$ cat src/rtl/voice_allocator.sv
`timescale 1ns/1ps
`default_nettype none
// ============================================================================
// voice_allocator : queues note requests and hands each one to the lowest
//                   idle player voice, or to the oldest busy voice when stealing
// Rev 1.0
// ============================================================================
module voice_allocator #(
  parameter int NUM_VOICES  = 3,
  parameter int QUEUE_DEPTH = 4,
  parameter int STEAL       = 1,
  parameter int ACK_TIMEOUT = 4
) (
  input  logic                              clk,
  input  logic                              reset,
  input  logic                              play,
  input  logic                              load_new_note,
  input  logic [5:0]                        note_to_load,
  input  logic [5:0]                        duration_to_load,
  input  logic [NUM_VOICES-1:0]             voice_playing,
  output logic [NUM_VOICES-1:0]             voice_load,
  output logic [5:0]                        note_out,
  output logic [5:0]                        duration_out,
  output logic                              queue_full,
  output logic                              dropped,
  output logic                              ack_error,
  output logic [$clog2(NUM_VOICES+1)-1:0]   active_count,
  output logic [$clog2(NUM_VOICES+1)-1:0]   mix_shift
);

  localparam int CNT_W  = $clog2(NUM_VOICES + 1);
  localparam int SEL_W  = $clog2(NUM_VOICES);
  localparam int PTR_W  = $clog2(QUEUE_DEPTH);
  localparam int QCNT_W = $clog2(QUEUE_DEPTH + 1);
  localparam int TMR_W  = $clog2(ACK_TIMEOUT + 1);

  typedef enum logic [1:0] {
    S_IDLE     = 2'd0,
    S_SELECT   = 2'd1,
    S_LOAD     = 2'd2,
    S_WAIT_ACK = 2'd3
  } state_t;

  state_t              state_q, state_d;
  logic [SEL_W-1:0]    sel_q, sel_d;
  logic [5:0]          note_q, note_d;
  logic [5:0]          dur_q, dur_d;
  logic [TMR_W-1:0]    timer_q, timer_d;
  logic [SEL_W-1:0]    age_q [NUM_VOICES];
  logic [SEL_W-1:0]    age_d [NUM_VOICES];
  logic [PTR_W-1:0]    wr_ptr_q, wr_ptr_d;
  logic [PTR_W-1:0]    rd_ptr_q, rd_ptr_d;
  logic [QCNT_W-1:0]   qcount_q, qcount_d;
  logic [11:0]         fifo_mem_q [QUEUE_DEPTH];
  logic [CNT_W-1:0]    active_q, active_d;
  logic [CNT_W-1:0]    mix_q, mix_d;

  logic                push;
  logic                pop;
  logic [NUM_VOICES-1:0] reserved;
  logic                found_idle;
  logic [SEL_W-1:0]    idle_idx;
  logic                found_busy;
  logic [SEL_W-1:0]    steal_idx;
  logic [SEL_W-1:0]    best_age;
  logic [11:0]         fifo_head;

  assign queue_full   = (qcount_q == QCNT_W'(QUEUE_DEPTH));
  // A full FIFO rejects the strobe even when a pop frees a slot this cycle.
  assign push         = load_new_note && !queue_full;
  assign dropped      = load_new_note && queue_full;
  assign fifo_head    = fifo_mem_q[rd_ptr_q];
  assign note_out     = note_q;
  assign duration_out = dur_q;
  assign active_count = active_q;
  assign mix_shift    = mix_q;

  always_comb begin
    reserved = '0;
    if (state_q == S_WAIT_ACK) reserved[sel_q] = 1'b1;
  end

  // Lowest idle index wins; among busy voices the largest age wins, ties to lowest index.
  always_comb begin
    found_idle = 1'b0;
    idle_idx   = '0;
    for (int i = NUM_VOICES - 1; i >= 0; i--) begin
      if (!voice_playing[i] && !reserved[i]) begin
        found_idle = 1'b1;
        idle_idx   = SEL_W'(i);
      end
    end
    found_busy = 1'b0;
    steal_idx  = '0;
    best_age   = '0;
    for (int i = 0; i < NUM_VOICES; i++) begin
      if (voice_playing[i] && !reserved[i] && (!found_busy || age_q[i] > best_age)) begin
        found_busy = 1'b1;
        steal_idx  = SEL_W'(i);
        best_age   = age_q[i];
      end
    end
  end

  always_comb begin
    state_d   = state_q;
    sel_d     = sel_q;
    note_d    = note_q;
    dur_d     = dur_q;
    timer_d   = timer_q;
    pop       = 1'b0;
    ack_error = 1'b0;
    voice_load = '0;
    for (int i = 0; i < NUM_VOICES; i++) age_d[i] = age_q[i];

    case (state_q)
      S_IDLE: begin
        if (play && (qcount_q != '0)) state_d = S_SELECT;
      end
      S_SELECT: begin
        if (!play) begin
          state_d = S_IDLE;
        end else if (found_idle || ((STEAL != 0) && found_busy)) begin
          pop     = 1'b1;
          sel_d   = found_idle ? idle_idx : steal_idx;
          note_d  = fifo_head[11:6];
          dur_d   = fifo_head[5:0];
          state_d = S_LOAD;
        end
      end
      S_LOAD: begin
        voice_load[sel_q] = 1'b1;
        for (int i = 0; i < NUM_VOICES; i++) begin
          if (SEL_W'(i) == sel_q) begin
            age_d[i] = '0;
          end else if (voice_playing[i] && (age_q[i] != SEL_W'(NUM_VOICES - 1))) begin
            age_d[i] = age_q[i] + 1'b1;
          end
        end
        timer_d = '0;
        state_d = S_WAIT_ACK;
      end
      S_WAIT_ACK: begin
        timer_d = timer_q + 1'b1;
        if (voice_playing[sel_q]) begin
          state_d = S_IDLE;
        end else if (timer_q == TMR_W'(ACK_TIMEOUT - 1)) begin
          ack_error = 1'b1;
          state_d   = S_IDLE;
        end
      end
      default: state_d = S_IDLE;
    endcase
  end

  always_comb begin
    wr_ptr_d = wr_ptr_q + PTR_W'(push);
    rd_ptr_d = rd_ptr_q + PTR_W'(pop);
    qcount_d = qcount_q + QCNT_W'(push) - QCNT_W'(pop);
  end

  always_comb begin
    active_d = '0;
    for (int i = 0; i < NUM_VOICES; i++) active_d = active_d + CNT_W'(voice_playing[i]);
    mix_d = (active_d == '0) ? '0 : active_d - 1'b1;
  end

  always_ff @(posedge clk) begin
    if (push) fifo_mem_q[wr_ptr_q] <= {note_to_load, duration_to_load};
  end

  always_ff @(posedge clk or negedge reset) begin
    if (!reset) begin
      state_q  <= S_IDLE;
      sel_q    <= '0;
      note_q   <= '0;
      dur_q    <= '0;
      timer_q  <= '0;
      wr_ptr_q <= '0;
      rd_ptr_q <= '0;
      qcount_q <= '0;
      active_q <= '0;
      mix_q    <= '0;
      for (int i = 0; i < NUM_VOICES; i++) age_q[i] <= '0;
    end else begin
      state_q  <= state_d;
      sel_q    <= sel_d;
      note_q   <= note_d;
      dur_q    <= dur_d;
      timer_q  <= timer_d;
      wr_ptr_q <= wr_ptr_d;
      rd_ptr_q <= rd_ptr_d;
      qcount_q <= qcount_d;
      active_q <= active_d;
      mix_q    <= mix_d;
      for (int i = 0; i < NUM_VOICES; i++) age_q[i] <= age_d[i];
    end
  end

endmodule
`default_nettype wire

$ cat config.mk
export PLATFORM = sky130hd
export DESIGN_NAME = voice_allocator
export DESIGN_NICKNAME = d
export VERILOG_FILES = /design/src/rtl/voice_allocator.sv
export SDC_FILE = /design/constraint.sdc
export NUM_CORES = 1
export LEC_CHECK = 0
export ABC_AREA = 1
export CORE_MARGIN = 8
export CORE_UTILIZATION = 35
export DETAILED_ROUTE_END_ITERATION = 12
export PLACE_DENSITY = 0.53
export SLEW_MARGIN = 20
export SYNTH_ARGS = -nofsm -noshare
export SYNTH_HDL_FRONTEND = slang
export SYNTH_SLANG_ARGS = --single-unit
$ cat constraint.sdc
create_clock -name clk -period 3 [get_ports clk]
set_input_delay 0.6 -clock clk [delete_from_list [all_inputs] [get_ports clk]]
set_output_delay 0.6 -clock clk [all_outputs]
set_load 0.02 [all_outputs]
==> metrics <==
minimum hold slack=roughly 0.36 ns; critical path data arrival time=around 2.1 ns; Pint=between 2000 and 3000 uW; Slew Limit Fails=0; sequential fraction of design power=a little over two fifths; min-delay worst type=input port to asynchronous set/reset pin; Setup Crit Path Kind=input port to output port; worst stage delay on the critical path=around 0.63 ns; most frequent cells in the layout=nor2_1 (76), edfxtp_1 (48), nand2_1 (40); Clock Pin Slew Worst Setup and Hold Paths=about 0.090 ns; top-area cell type share of the netlist area=approximately 40%; most common cell after layout, fill and taps aside=nor2_1; unrepaired setup endpoints after global routing=false; maximum fanout along the worst path=4; die height=between 100 and 150 um; Worst Path Buf+Inv=3; buffer depth of the longest clock path=2; antenna-violating nets left=0; Clock Skew=0.0143 ns; CTS tree=built; post-layout util=a little over two fifths; Tcrit/Tclk final=89.8%; crit-path leading delay family=buffers and inverters; Slew headroom=between 40% and 50%; Startpoint Class=input port; CTS Buf Count=9; mean cell area of the mapped netlist=approximately 11 um^2; Seq cells post-synth=84; max-cap viol count=0; Core Region=between 10000 and 15000 um^2; Setup violations, final=0; syn_nets=about 370; Synthesis Warnings=0; Clock Latency Late Sink=0.34 ns; fmax=0.371 GHz; DRC errors left=0; drt first pass iters=4; root buf cell=clkbuf_8; nets=~420; Antenna Cells=0; outcome=complete, no violations; Port Buffer Count=40; row count=37; Sw Pwr=roughly 1600 uW; Synth Flop Type=edfxtp_1; top cells by area, synth=edfxtp_1 (40%), dfrtp_1 (25%), nor2_1 (7.9%); Area Growth Syn to Fin=22.4%; leak pwr=~0.0018 uW; hold_buf cts=0; clk sinks=84; Gate power share=a little under two fifths; largest net degree at the start of global routing=37; VDD IR-drop max=about 0.36 mV; H-tree lvl count=3; Netlist cell types=27; Initial Utilization=~36%; Seq/Total Area, Yosys=65.0%; Post-Place Cells=approximately 510; CP Cell Sequence=clkdlybuf4s50_1, buf_4, nand2_1, nand2_1, nor3_1, clkdlybuf4s50_1; Sw Ratio=36.7%; PD cells=~960 nW/um^2; Die ar.=13800 um^2; vias post-DR=between 2000 and 2500; Clk pwr share=about a fifth; number of synthesized flops with an enable pin=48; cell taking the most area after synthesis=edfxtp_1; grt ovf=0; drt total wl=about 7200 um; layout cells sized above 1=9.41%; Final Non-Filler Cells=approximately 530; drt via density=between 4 and 5; die width=around 120 um; I/O pins=a little over 40; initial DRC count=139; setup TNS=0 ns; CP max-delay cell=clkdlybuf4s50_1; Cell Area, Synth=about 3600 um^2; antenna violations before repair=0; worst slew pin tran=~0.87 ns; GRT Total Usage=11.1%; final hold vios=0; vias in the first global route=approximately 2500; HPWL after DPL=between 4000 and 5000 um; first-pass GRT wire length=about 12000 um; Setup crit end kind=output port; post-synthesis cell count=about 340; routed len/inst=between 10 and 15 um; asr flop ratio synth=a little over two fifths; worst endpoint required time=2.40 ns; fin crit period=approximately 2.7 ns; gp weighted congestion=approximately 0.83
==> state kept, by name, summed over array words and instances, names as in the netlist, named ones only <==
signal,count
duration_out,6
age_q,6
mix_shift,2
sel_q,2
active_count,2
wr_ptr_q,2
fifo_mem_q,48
note_out,6
qcount_q,3
timer_q,3
rd_ptr_q,2
state_q,1
==> what timing repair did <==
item | in CTS | in global routing
setup buffers | 0 | 0
resized for setup | 0 | 1
setup endpoints to repair | 0 | 2
==> synth_stat cells, types with 3 or more instances <==
master,n
xor2_1,3
edfxtp_1,48
dfrtp_1,36
clkbuf_1,3
nand3_1,4
a31oi_1,13
nor3_1,6
a21oi_1,5
nor2_1,76
inv_1,29
inv_2,7
o21ai_1,5
ha_1,13
o21ai_0,30
nand2_1,40
nand2_2,4
buf_2,5
==> logic make-up (layout without fill, tap and decap cells) <==
family                     Yosys count  count (layout)  synth area share [%]
adders and majority gates           15              15                  5.63
buffers and inverters               45             100                  4.97
DFF                                 84              84                  65.0
and+or+nand+nor                    134             134                  15.0
AOI/OAI and AO/OA                   57              57                  8.65
xor gates and xnor gates             3               3                 0.729
==> stage by stage <==
stage	power (uW)	setup slack [ns]	area, um^2
CTS	4300	0.295	4410
global placement	3390	0.0525	4190
detailed placement	3420	-0.0408	4190
floorplan	2840	0.619	3600
finish	4230	0.305	4410
global route	4600	0.0610	4410
==> area by class of cell <==
| class | instances | area, um^2 |
|---|---|---|
| Timing Repair Buffer | 48 | 455 |
| Clock inverter | 2 | 38.8 |
| Sequential cell | 84 | 2340 |
| Multi-Input combinational cell | 209 | 1090 |
| Tap cell | 136 | 170 |
| Fill cell | 973 | 5730 |
| Inverter | 36 | 135 |
| Clock buffer | 14 | 184 |
==> per-layer routing <==
metal	wire length, um	up-vias	GRT usage [%]
li1	-	1231	-
met4	76	0	4.80
met2	3520	36	18.8
met1	3360	1112	13.2
met3	276	7	2.78
met5	0	-	0
==> worst register-to-register path: cells and delay by family, from the launching register on <==
| family | cells | cell delay [ns] |
|---|---|---|
| AOI/OAI and AO/OA | 4 | 0.44 |
| adders and majority gates | 2 | 0.60 |
| and+or+nand+nor | 12 | 0.90 |
| buffers and inverters | 2 | 0.12 |
| DFF | 1 | 0.46 |
==> power groups by stage <==
stage	combinational (uW)	sequential [uW]	clock (uW)
global placement	1560	1840	0
CTS	1590	1820	890
detailed placement	1580	1840	0
finish	1550	1810	866
global route	1790	1870	939
floorplan	979	1860	0
==> final timing paths <==
path	from	to	slack, ns	cells after the start
max	voice_playing[0]	ack_error	0.31	6
min	reset	timer_q[2]$_DFFE_PN0P_	0.36	1
max reg2reg	state_q[0]$_DFFE_PN0P_	sel_q[0]$_DFFE_PN0P_	0.42	20
min reg2reg	age_q[0]$_DFFE_PN0P_	age_q[0]$_DFFE_PN0P_	0.47	1
max in group asynchronous	reset	rd_ptr_q[0]$_DFF_PN0_	2.08	1
min in group clk	age_q[0]$_DFFE_PN0P_	age_q[0]$_DFFE_PN0P_	0.47	1
Note: power is estimated with default switching activity, not from simulation.
